**config.mk**
```make
export PLATFORM = sky130hd
export DESIGN_NAME = rob_retire
export DESIGN_NICKNAME = d
export VERILOG_FILES = /design/src/rtl/rob_retire.sv
export SDC_FILE = /design/constraint.sdc
export NUM_CORES = 1
export LEC_CHECK = 0
export CAP_MARGIN = 20
export CORE_MARGIN = 2
export CORE_UTILIZATION = 50
export CTS_BUF_LIST = sky130_fd_sc_hd__clkbuf_4
export CTS_CLUSTER_SIZE = 8
export DETAILED_ROUTE_END_ITERATION = 10
export MAX_ROUTING_LAYER = met4
export PLACE_DENSITY = 0.69
export SLEW_MARGIN = 20
export SYNTH_ARGS = -nofsm -noshare
export SYNTH_HDL_FRONTEND = slang
export SYNTH_SLANG_ARGS = --single-unit
```
**constraint.sdc**
```tcl
create_clock -name clk -period 5.5 [get_ports clk]
set_input_delay 1.1 -clock clk [delete_from_list [all_inputs] [get_ports clk]]
set_output_delay 1.1 -clock clk [all_outputs]
set_load 0.01 [all_outputs]
```
**src/rtl/rob_retire.sv**
```systemverilog
// In-order retirement buffer: program-order allocation, out-of-order completion,
// and retirement of up to two completed head entries per cycle into the ARF.
module rob_retire #(
    parameter int ROB_DEPTH = 16,
    parameter int ROB_IDX   = 4,
    parameter int AR_SIZE   = 6
) (
    input  logic               clk,
    input  logic               rstn,
    input  logic               alloc_valid,
    input  logic               alloc_has_dest,
    input  logic [AR_SIZE-1:0] alloc_ar,
    output logic               alloc_ready,
    output logic [ROB_IDX-1:0] alloc_idx,
    input  logic               cmpl_valid,
    input  logic [ROB_IDX-1:0] cmpl_idx,
    input  logic [31:0]        cmpl_data,
    input  logic               flush,
    output logic [AR_SIZE-1:0] arf_write_addr1,
    output logic [31:0]        arf_write_data1,
    output logic [AR_SIZE-1:0] arf_write_addr2,
    output logic [31:0]        arf_write_data2,
    output logic               arf_write_en,
    output logic [1:0]         retire_cnt,
    output logic [ROB_IDX:0]   rob_count
);

    logic [ROB_DEPTH-1:0] r_valid;
    logic [ROB_DEPTH-1:0] r_done;
    logic [ROB_DEPTH-1:0] r_has_dest;
    logic [AR_SIZE-1:0]   r_ar   [ROB_DEPTH];
    logic [31:0]          r_data [ROB_DEPTH];
    logic [ROB_IDX-1:0]   r_head;
    logic [ROB_IDX-1:0]   r_tail;
    logic [ROB_IDX:0]     r_count;

    logic [AR_SIZE-1:0]   r_addr1_p1;
    logic [31:0]          r_data1_p1;
    logic [AR_SIZE-1:0]   r_addr2_p1;
    logic [31:0]          r_data2_p1;
    logic                 r_vld_p1;
    logic [1:0]           r_cnt_p1;

    logic                 w_alloc_fire;
    logic                 w_cmpl_fire;
    logic [ROB_IDX-1:0]   w_head1;
    logic                 w_r0;
    logic                 w_r1;
    logic [1:0]           w_retire_cnt;
    logic [AR_SIZE-1:0]   w_addr1;
    logic [31:0]          w_data1;
    logic [AR_SIZE-1:0]   w_addr2;
    logic [31:0]          w_data2;

    // A retiring slot without a destination, or an unused slot, writes register 0 with 0.
    function automatic logic [AR_SIZE-1:0] slot_addr(input logic en, input logic [AR_SIZE-1:0] ar);
        return en ? ar : '0;
    endfunction

    function automatic logic [31:0] slot_data(input logic en, input logic [31:0] d);
        return en ? d : 32'd0;
    endfunction

    // Full is bit ROB_IDX of the count, so a same-cycle retire never frees a slot early.
    assign alloc_ready  = ~r_count[ROB_IDX];
    assign alloc_idx    = r_tail;
    assign rob_count    = r_count;

    assign w_alloc_fire = alloc_valid & alloc_ready;
    assign w_cmpl_fire  = cmpl_valid & r_valid[cmpl_idx];
    assign w_head1      = r_head + {{(ROB_IDX-1){1'b0}}, 1'b1};

    // Stage p0: retire decision from registered state only
    assign w_r0         = r_valid[r_head] & r_done[r_head];
    assign w_r1         = w_r0 & r_valid[w_head1] & r_done[w_head1];
    assign w_retire_cnt = {w_r1, w_r0 & ~w_r1};

    assign w_addr1 = slot_addr(w_r0 & r_has_dest[r_head], r_ar[r_head]);
    assign w_data1 = slot_data(w_r0 & r_has_dest[r_head], r_data[r_head]);
    assign w_addr2 = slot_addr(w_r1 & r_has_dest[w_head1], r_ar[w_head1]);
    assign w_data2 = slot_data(w_r1 & r_has_dest[w_head1], r_data[w_head1]);

    always_ff @(posedge clk or negedge rstn) begin
        if (!rstn) begin
            r_valid <= '0;
            r_done  <= '0;
            r_head  <= '0;
            r_tail  <= '0;
            r_count <= '0;
        end else if (flush) begin
            r_valid <= '0;
            r_done  <= '0;
            r_head  <= '0;
            r_tail  <= '0;
            r_count <= '0;
        end else begin
            if (w_cmpl_fire)
                r_done[cmpl_idx] <= 1'b1;
            // Retire clears win over a completion landing on the same entry.
            if (w_r0) begin
                r_valid[r_head] <= 1'b0;
                r_done[r_head]  <= 1'b0;
            end
            if (w_r1) begin
                r_valid[w_head1] <= 1'b0;
                r_done[w_head1]  <= 1'b0;
            end
            if (w_alloc_fire) begin
                r_valid[r_tail] <= 1'b1;
                r_done[r_tail]  <= 1'b0;
                r_tail          <= r_tail + {{(ROB_IDX-1){1'b0}}, 1'b1};
            end
            r_head  <= r_head + {{(ROB_IDX-2){1'b0}}, w_retire_cnt};
            r_count <= r_count + {{ROB_IDX{1'b0}}, w_alloc_fire}
                               - {{(ROB_IDX-1){1'b0}}, w_retire_cnt};
        end
    end

    // Payload storage is qualified by valid/done, so it needs no reset.
    always_ff @(posedge clk) begin
        if (w_cmpl_fire)
            r_data[cmpl_idx] <= cmpl_data;
        if (w_alloc_fire) begin
            r_has_dest[r_tail] <= alloc_has_dest;
            r_ar[r_tail]       <= alloc_ar;
        end
    end

    // Stage p1: registered ARF write port, held for one cycle
    always_ff @(posedge clk or negedge rstn) begin
        if (!rstn) begin
            r_addr1_p1 <= '0;
            r_data1_p1 <= '0;
            r_addr2_p1 <= '0;
            r_data2_p1 <= '0;
            r_vld_p1   <= 1'b0;
            r_cnt_p1   <= '0;
        end else if (flush) begin
            r_addr1_p1 <= '0;
            r_data1_p1 <= '0;
            r_addr2_p1 <= '0;
            r_data2_p1 <= '0;
            r_vld_p1   <= 1'b0;
            r_cnt_p1   <= '0;
        end else begin
            r_addr1_p1 <= w_addr1;
            r_data1_p1 <= w_data1;
            r_addr2_p1 <= w_addr2;
            r_data2_p1 <= w_data2;
            r_vld_p1   <= w_r0;
            r_cnt_p1   <= w_retire_cnt;
        end
    end

    assign arf_write_addr1 = r_addr1_p1;
    assign arf_write_data1 = r_data1_p1;
    assign arf_write_addr2 = r_addr2_p1;
    assign arf_write_data2 = r_data2_p1;
    assign arf_write_en    = r_vld_p1;
    assign retire_cnt      = r_cnt_p1;

endmodule

```
Word level (Yosys, flattened, before mapping)
Memory sizes are Yosys's and may differ from the RTL's.
Cells that the tools add are included.
- flip-flop bits (word level): 140
- bits in writable memories: 608
- bits of input ports: 48
- output and inout port bits: 89
- logic and storage cells: 107
- memories: 2
- $add $sub $neg: 5
- order comparisons: 8
- muxes and demuxes: 55
- bitwise operators: 20
- reduce and logical (&&, ||, !) cells: 5
- memory list (memory ; words ; bits a word ; rd ports ; clocked after memory_dff ; write ports ; line ; source):
    r_data ; 16 ; 32 ; 2 ; 0 ; 1 ; 32 ; logic [31:0] r_data [ROB_DEPTH];
    r_ar ; 16 ; 6 ; 2 ; 0 ; 1 ; 31 ; logic [AR_SIZE-1:0] r_ar [ROB_DEPTH];
- operator list (kind ; count):
    2-to-1 mux 16 bit ; 14
    2-to-1 mux 32 bit ; 4
    bitwise AND 16 bit ; 5
    NOT 16 bit ; 3
    bitwise OR 16 bit ; 2
    binary-select mux 1 bit (select 4 bit) ; 7
    2-to-1 mux 6 bit ; 4
    < comparator 4 x 5 -> 1 bit, second input constant ; 4
    bitwise mux 16 bit ; 1
    demux 1 bit (select 4 bit) ; 4
    >= comparator 4 x 1 -> 1 bit, second input constant ; 4
    2-to-1 mux 1 bit ; 16
    2-to-1 mux 4 bit ; 3
    adder 4 x 1 -> 4 bit, second input constant ; 2
    bitwise AND 1 bit ; 8
    adder 5 x 1 -> 5 bit ; 1
    2-to-1 mux 5 bit ; 1
    subtractor 5 x 2 -> 5 bit ; 1
    adder 4 x 2 -> 4 bit ; 1
    logical AND 1 bit ; 4
    2-to-1 mux 2 bit ; 1
    NOT 1 bit ; 2
    nonzero test 2 bit ; 1

Depth between registers and ports, before layout
- depth in word-level cells: 16
- depth in mapped cells: 22
- depth with buffers taken out: 16

Least setup slack after synthesis
No wires, ideal clock.
- path type: register to register
- start: register r_head[1]
- end: register r_count[4] (netlist: rob_count[4])
- setup time: 0.132 ns
- arrival time: 4.187 ns
- data required time: 5.368 ns
- setup slack: 1.181 ns
- cell stages (with the launch flop): 21
- path buffers: 5
- clock period less this slack: 4.319 ns
- cell sequence: dfrtp_1 buf_4 buf_2 buf_2 buf_2 inv_1 ha_1 buf_2 o21ai_0 o2111a_1 nor3_2 nand3_1 xnor2_1 ha_1 inv_1 fa_1 inv_1 a21o_1 a21oi_1 xnor2_1 nor2_1
- cells in the longest elaborated chain, start to end: 9
- elaborated cells on any way between the ends: 16
- those cells by class: add/sub (2); mux (9); bitwise (5)
- ends and longest elaborated chain (element ; line ; source):
    start, declared ; 33 ; logic [ROB_IDX-1:0] r_head;
    start signal, assigned ; 113 ; r_head <= r_head + {{(ROB_IDX-2){1'b0}}, w_retire_cnt};
    adder 4 x 1 -> 4 bit / binary-select mux 1 bit (select 4 bit) (equally long branches) ; 71, 74 ;
    binary-select mux 1 bit (select 4 bit) / 2-to-1 mux 1 bit (equally long branches) ; 75, 74 ;
    2-to-1 mux 1 bit (not written as such) / bitwise AND 1 bit (equally long branches) ; 75, 74 ;
    bitwise AND 1 bit (2 in a row) ; 75 ; assign w_r1 = w_r0 & r_valid[w_head1] & r_done[w_head1];
    NOT 1 bit ; 76 ; assign w_retire_cnt = {w_r1, w_r0 & ~w_r1};
    bitwise AND 1 bit ; 76 ;
    subtractor 5 x 2 -> 5 bit * ; 115 ; - {{(ROB_IDX-1){1'b0}}, w_retire_cnt};
    2-to-1 mux 5 bit * ; 90 ; end else if (flush) begin
    end signal, assigned ; 114 ; r_count <= r_count + {{ROB_IDX{1'b0}}, w_alloc_fire}
    end, declared ; 35 ; logic [ROB_IDX:0] r_count;
Mark *: on every way between the ends. The rest lies on a longest branch, timed or not. The select of a mux whose other input is x is not followed.
A chain may end at the register's enable or synchronous reset.

Worst setup path after layout
- start: register r_head[0]
- end: register r_count[4] (netlist: rob_count[4])
The elaborated chain is that of the path after synthesis.

==> metrics.csv <==
stage,metric,value,unit
status,status,finished clean,
sta,fin_skew,0.0650,ns
clock_tree,cts_sinks,748,
clock_tree,cts_tree,yes,
grt,grt_pass1_vias,19600,
routing,finalWirelength,84.0,mm
worst_setup_path,critPathCaptureType,flop,
power,p_leak,0.0125,uW
sta,finalCritPeriodShare,81.2,%
sta,grt_setup_unrepaired,no,
clock_tree,clk_pin_slew_worst_paths,0.07,ns
floorplan,dieHeight,264,um
routing,via_per_inst,6.38,
synth,synthFlopType,edfxtp_1,
floorplan,coreArea,67200,um^2
grt,grt_usage,25.6,%
routing,ant_nets,0,
synth,synthDistinctLibCells,55,
sta,setup_ws,1.03,ns
power,ir_worst_vdd,0.202,mV
placed_design,dp.cells,2560,
sta,setup_viol,0,
synth,synth_top_area_cell,edfxtp_1,
floorplan,io_pins,137,
cells_and_area,nNetsFinal,1945,
clock_tree,ctsHoldBuffers,0,
worst_setup_path,crit_arrival,5.30,ns
synth,async_reset_ff_share,16.6,%
cells_and_area,layout-drive-gt1-share,39.8,%
clock_tree,clk_latency,1.04,ns
sta,fmax,224,MHz
sta,drv_slew,0,
clock_tree,cts_buffer_depth,3,
min_path,min_path_type,input pin to asynchronous set/reset pin,
job,drv_cap,0,
cells_and_area,final_common_cell,edfxtp_1,
floorplan,dieArea,69900,um^2
worst_setup_path,cp_max_fo,41,
sta,worst_slew_pin_slew,1.01,ns
cells_and_area,syn2layout_area_growth,14.6,%
routing,drc_errors,0,
synth,syn_area,33900,um^2
synth,netlist_instances,1621,
routing,drtIter0Drc,1885,
sta,min_period,4.47,ns
synth,syn_area_per_cell,20.9,um^2
sta,fin_setup_tns,0,ns
synth,synth.ff_latch_count,748,
power,power,11500,uW
routing,vias,18600,
cells_and_area,final_cell_mix,"624 x edfxtp_1, 402 x mux4_2, 300 x clkbuf_4",
synth,synth.area.top_cells,"edfxtp_1 55%, mux4_2 27%, dfrtp_1 9.2%",
synth,synth_nets,1688,
placed_design,pre_cts_ws,0.996,ns
routing,wl_per_cell,28.9,um
floorplan,die_w,264,um
floorplan,num_rows,95,
floorplan,start_util,50.4,%
worst_setup_path,cp.required,6.34,ns
placed_design,gp_congestion,0.883,
clock_tree,h-tree-depth,4,
power,power_density,295,nW/um^2
grt,grt_pass1_wl,126,mm
clock_tree,clockRootBuffer,clkbuf_4,
synth,synth_edf_count,624,
clock_tree,post-cts-setup-buffers,0,
grt,grt_max_degree,113,
cells_and_area,final_cell_count_no_fill,2912,
worst_setup_path,crit_type,flop to flop,
grt,overflow,0,
cells_and_area,utilization,57.8,%
placed_design,hpwl,49.0,mm
worst_setup_path,critPathLaunchType,flop,
placed_design,numPortBuffers,136,
synth,synth-seq-area-share,64.5,%
sta,relSlewSlack,32.8,%
grt,antenna_found_initial,3,
routing,first_pass_iters,5,
synth,ys_warn_count,0,
sta,hold_viol,0,
synth,yosysTopAreaCellShare,55.3,%
clock_tree,cts_resized,0,
clock_tree,cts_buffers,189,
==> layout make-up <==
cell class	count	area [um^2]
sequential	748	21900
antenna	6	15.0
tap	873	1090
multi-input combinational	735	11400
clock inverter	46	304
inverter	20	75.1
fill	4973	28300
timing repair buffer	184	1780
clock buffer	300	2250
==> power by group <==
group,switching [uW],internal [uW],leakage [uW]
Clock,2220,2660,0.00152
Combinational,214,159,0.00361
Sequential,29.3,6190,0.00733
==> layer usage <==
layer / global-route usage (%) / vias up / part of all wire, %
met5: - / - / 0
met4: 8.94 / 0 / 2.6
met3: 5.84 / 168 / 8.2
met2: 39.4 / 905 / 49
met1: 34.2 / 9941 / 40
li1: - / 7557 / -
==> sequential cells by signal, summed over array words and instances, names as in the netlist, 2 cells and up <==
name             flops
r_data             512
r_ar                96
arf_write_data1     32
arf_write_data2     32
r_done              16
r_has_dest          16
r_valid             16
arf_write_addr1      6
arf_write_addr2      6
rob_count            5
alloc_idx            4
r_head               4
retire_cnt           2
==> logic make-up after synthesis <==
| logic type | after synthesis | synth area share (%) |
|---|---|---|
| adders and majority gates | 19 | 0.746 |
| muxes | 402 | 26.7 |
| AOI/OAI and AO/OA | 86 | 2.17 |
| buffers and inverters | 138 | 2.23 |
| xor gates and xnor gates | 12 | 0.332 |
| and+or+nand+nor | 216 | 3.34 |
| DFF | 748 | 64.5 |
==> worst paths after layout <==
kind | slack [ns] | end | depth (start not counted) | startpoint
max reg2reg | 1.03 | rob_count[4]$_DFF_PN0_ | 15 | r_head[0]$_DFF_PN0_
min | 0.12 | arf_write_data1[4]$_DFF_PN0_ | 1 | rstn
min reg2reg | 0.58 | r_done[15]$_DFF_PN0_ | 1 | r_done[15]$_DFF_PN0_
min in group clk | 0.58 | r_done[15]$_DFF_PN0_ | 1 | r_done[15]$_DFF_PN0_
max | 1.03 | rob_count[4]$_DFF_PN0_ | 15 | r_head[0]$_DFF_PN0_
max in group asynchronous | 4.14 | arf_write_data1[23]$_DFF_PN0_ | 2 | rstn
==> cells in the mapped netlist, types with 2 or more instances <==
master	instances
buf_1	3
a32o_1	3
o21ai_1	2
ha_1	17
nand3b_1	5
inv_1	20
buf_2	67
buf_6	7
a21boi_0	8
o211ai_1	3
nor4_1	4
buf_12	5
nand3_1	12
o31ai_1	2
xnor2_1	4
nor2b_1	43
buf_4	5
a22oi_1	5
a2111oi_0	6
and2_1	40
a311oi_1	4
nor2_1	67
a21o_1	2
a2111oi_2	5
o2111a_1	2
edfxtp_1	624
xor2_1	7
mux4_2	402
nand2b_1	7
and3_1	4
nand2_1	18
a21oi_1	11
o21ba_2	8
fa_1	2
dfrtp_1	124
clkbuf_1	31
nand4_1	6
nor3_1	5
o21ai_0	8
a22o_1	8
==> through the flow <==
step	area, um^2	hold WS (ns)
6_report	38800	0.121
5_1_grt	38800	0.118
4_1_cts	38800	0.0180
3_5_place_dp	36200	0.558
3_3_place_gp	36200	0.548
2_1_floorplan	33900	0.512
==> worst max-delay path: stages, from the launching register on <==
cell and delay [ns]:
dfrtp_4 0.61, inv_1 0.23, ha_4 0.79, o21ai_0 0.22
o2111a_1 0.36, nor3_2 0.54, nand3_1 0.20, xnor2_1 0.20
ha_1 0.19, inv_1 0.06, fa_1 0.46, inv_1 0.07
a21o_1 0.10, a21oi_1 0.07, xnor2_1 0.15, nor2_1 0.05
No activity file was read; power rests on OpenSTA's default activity.
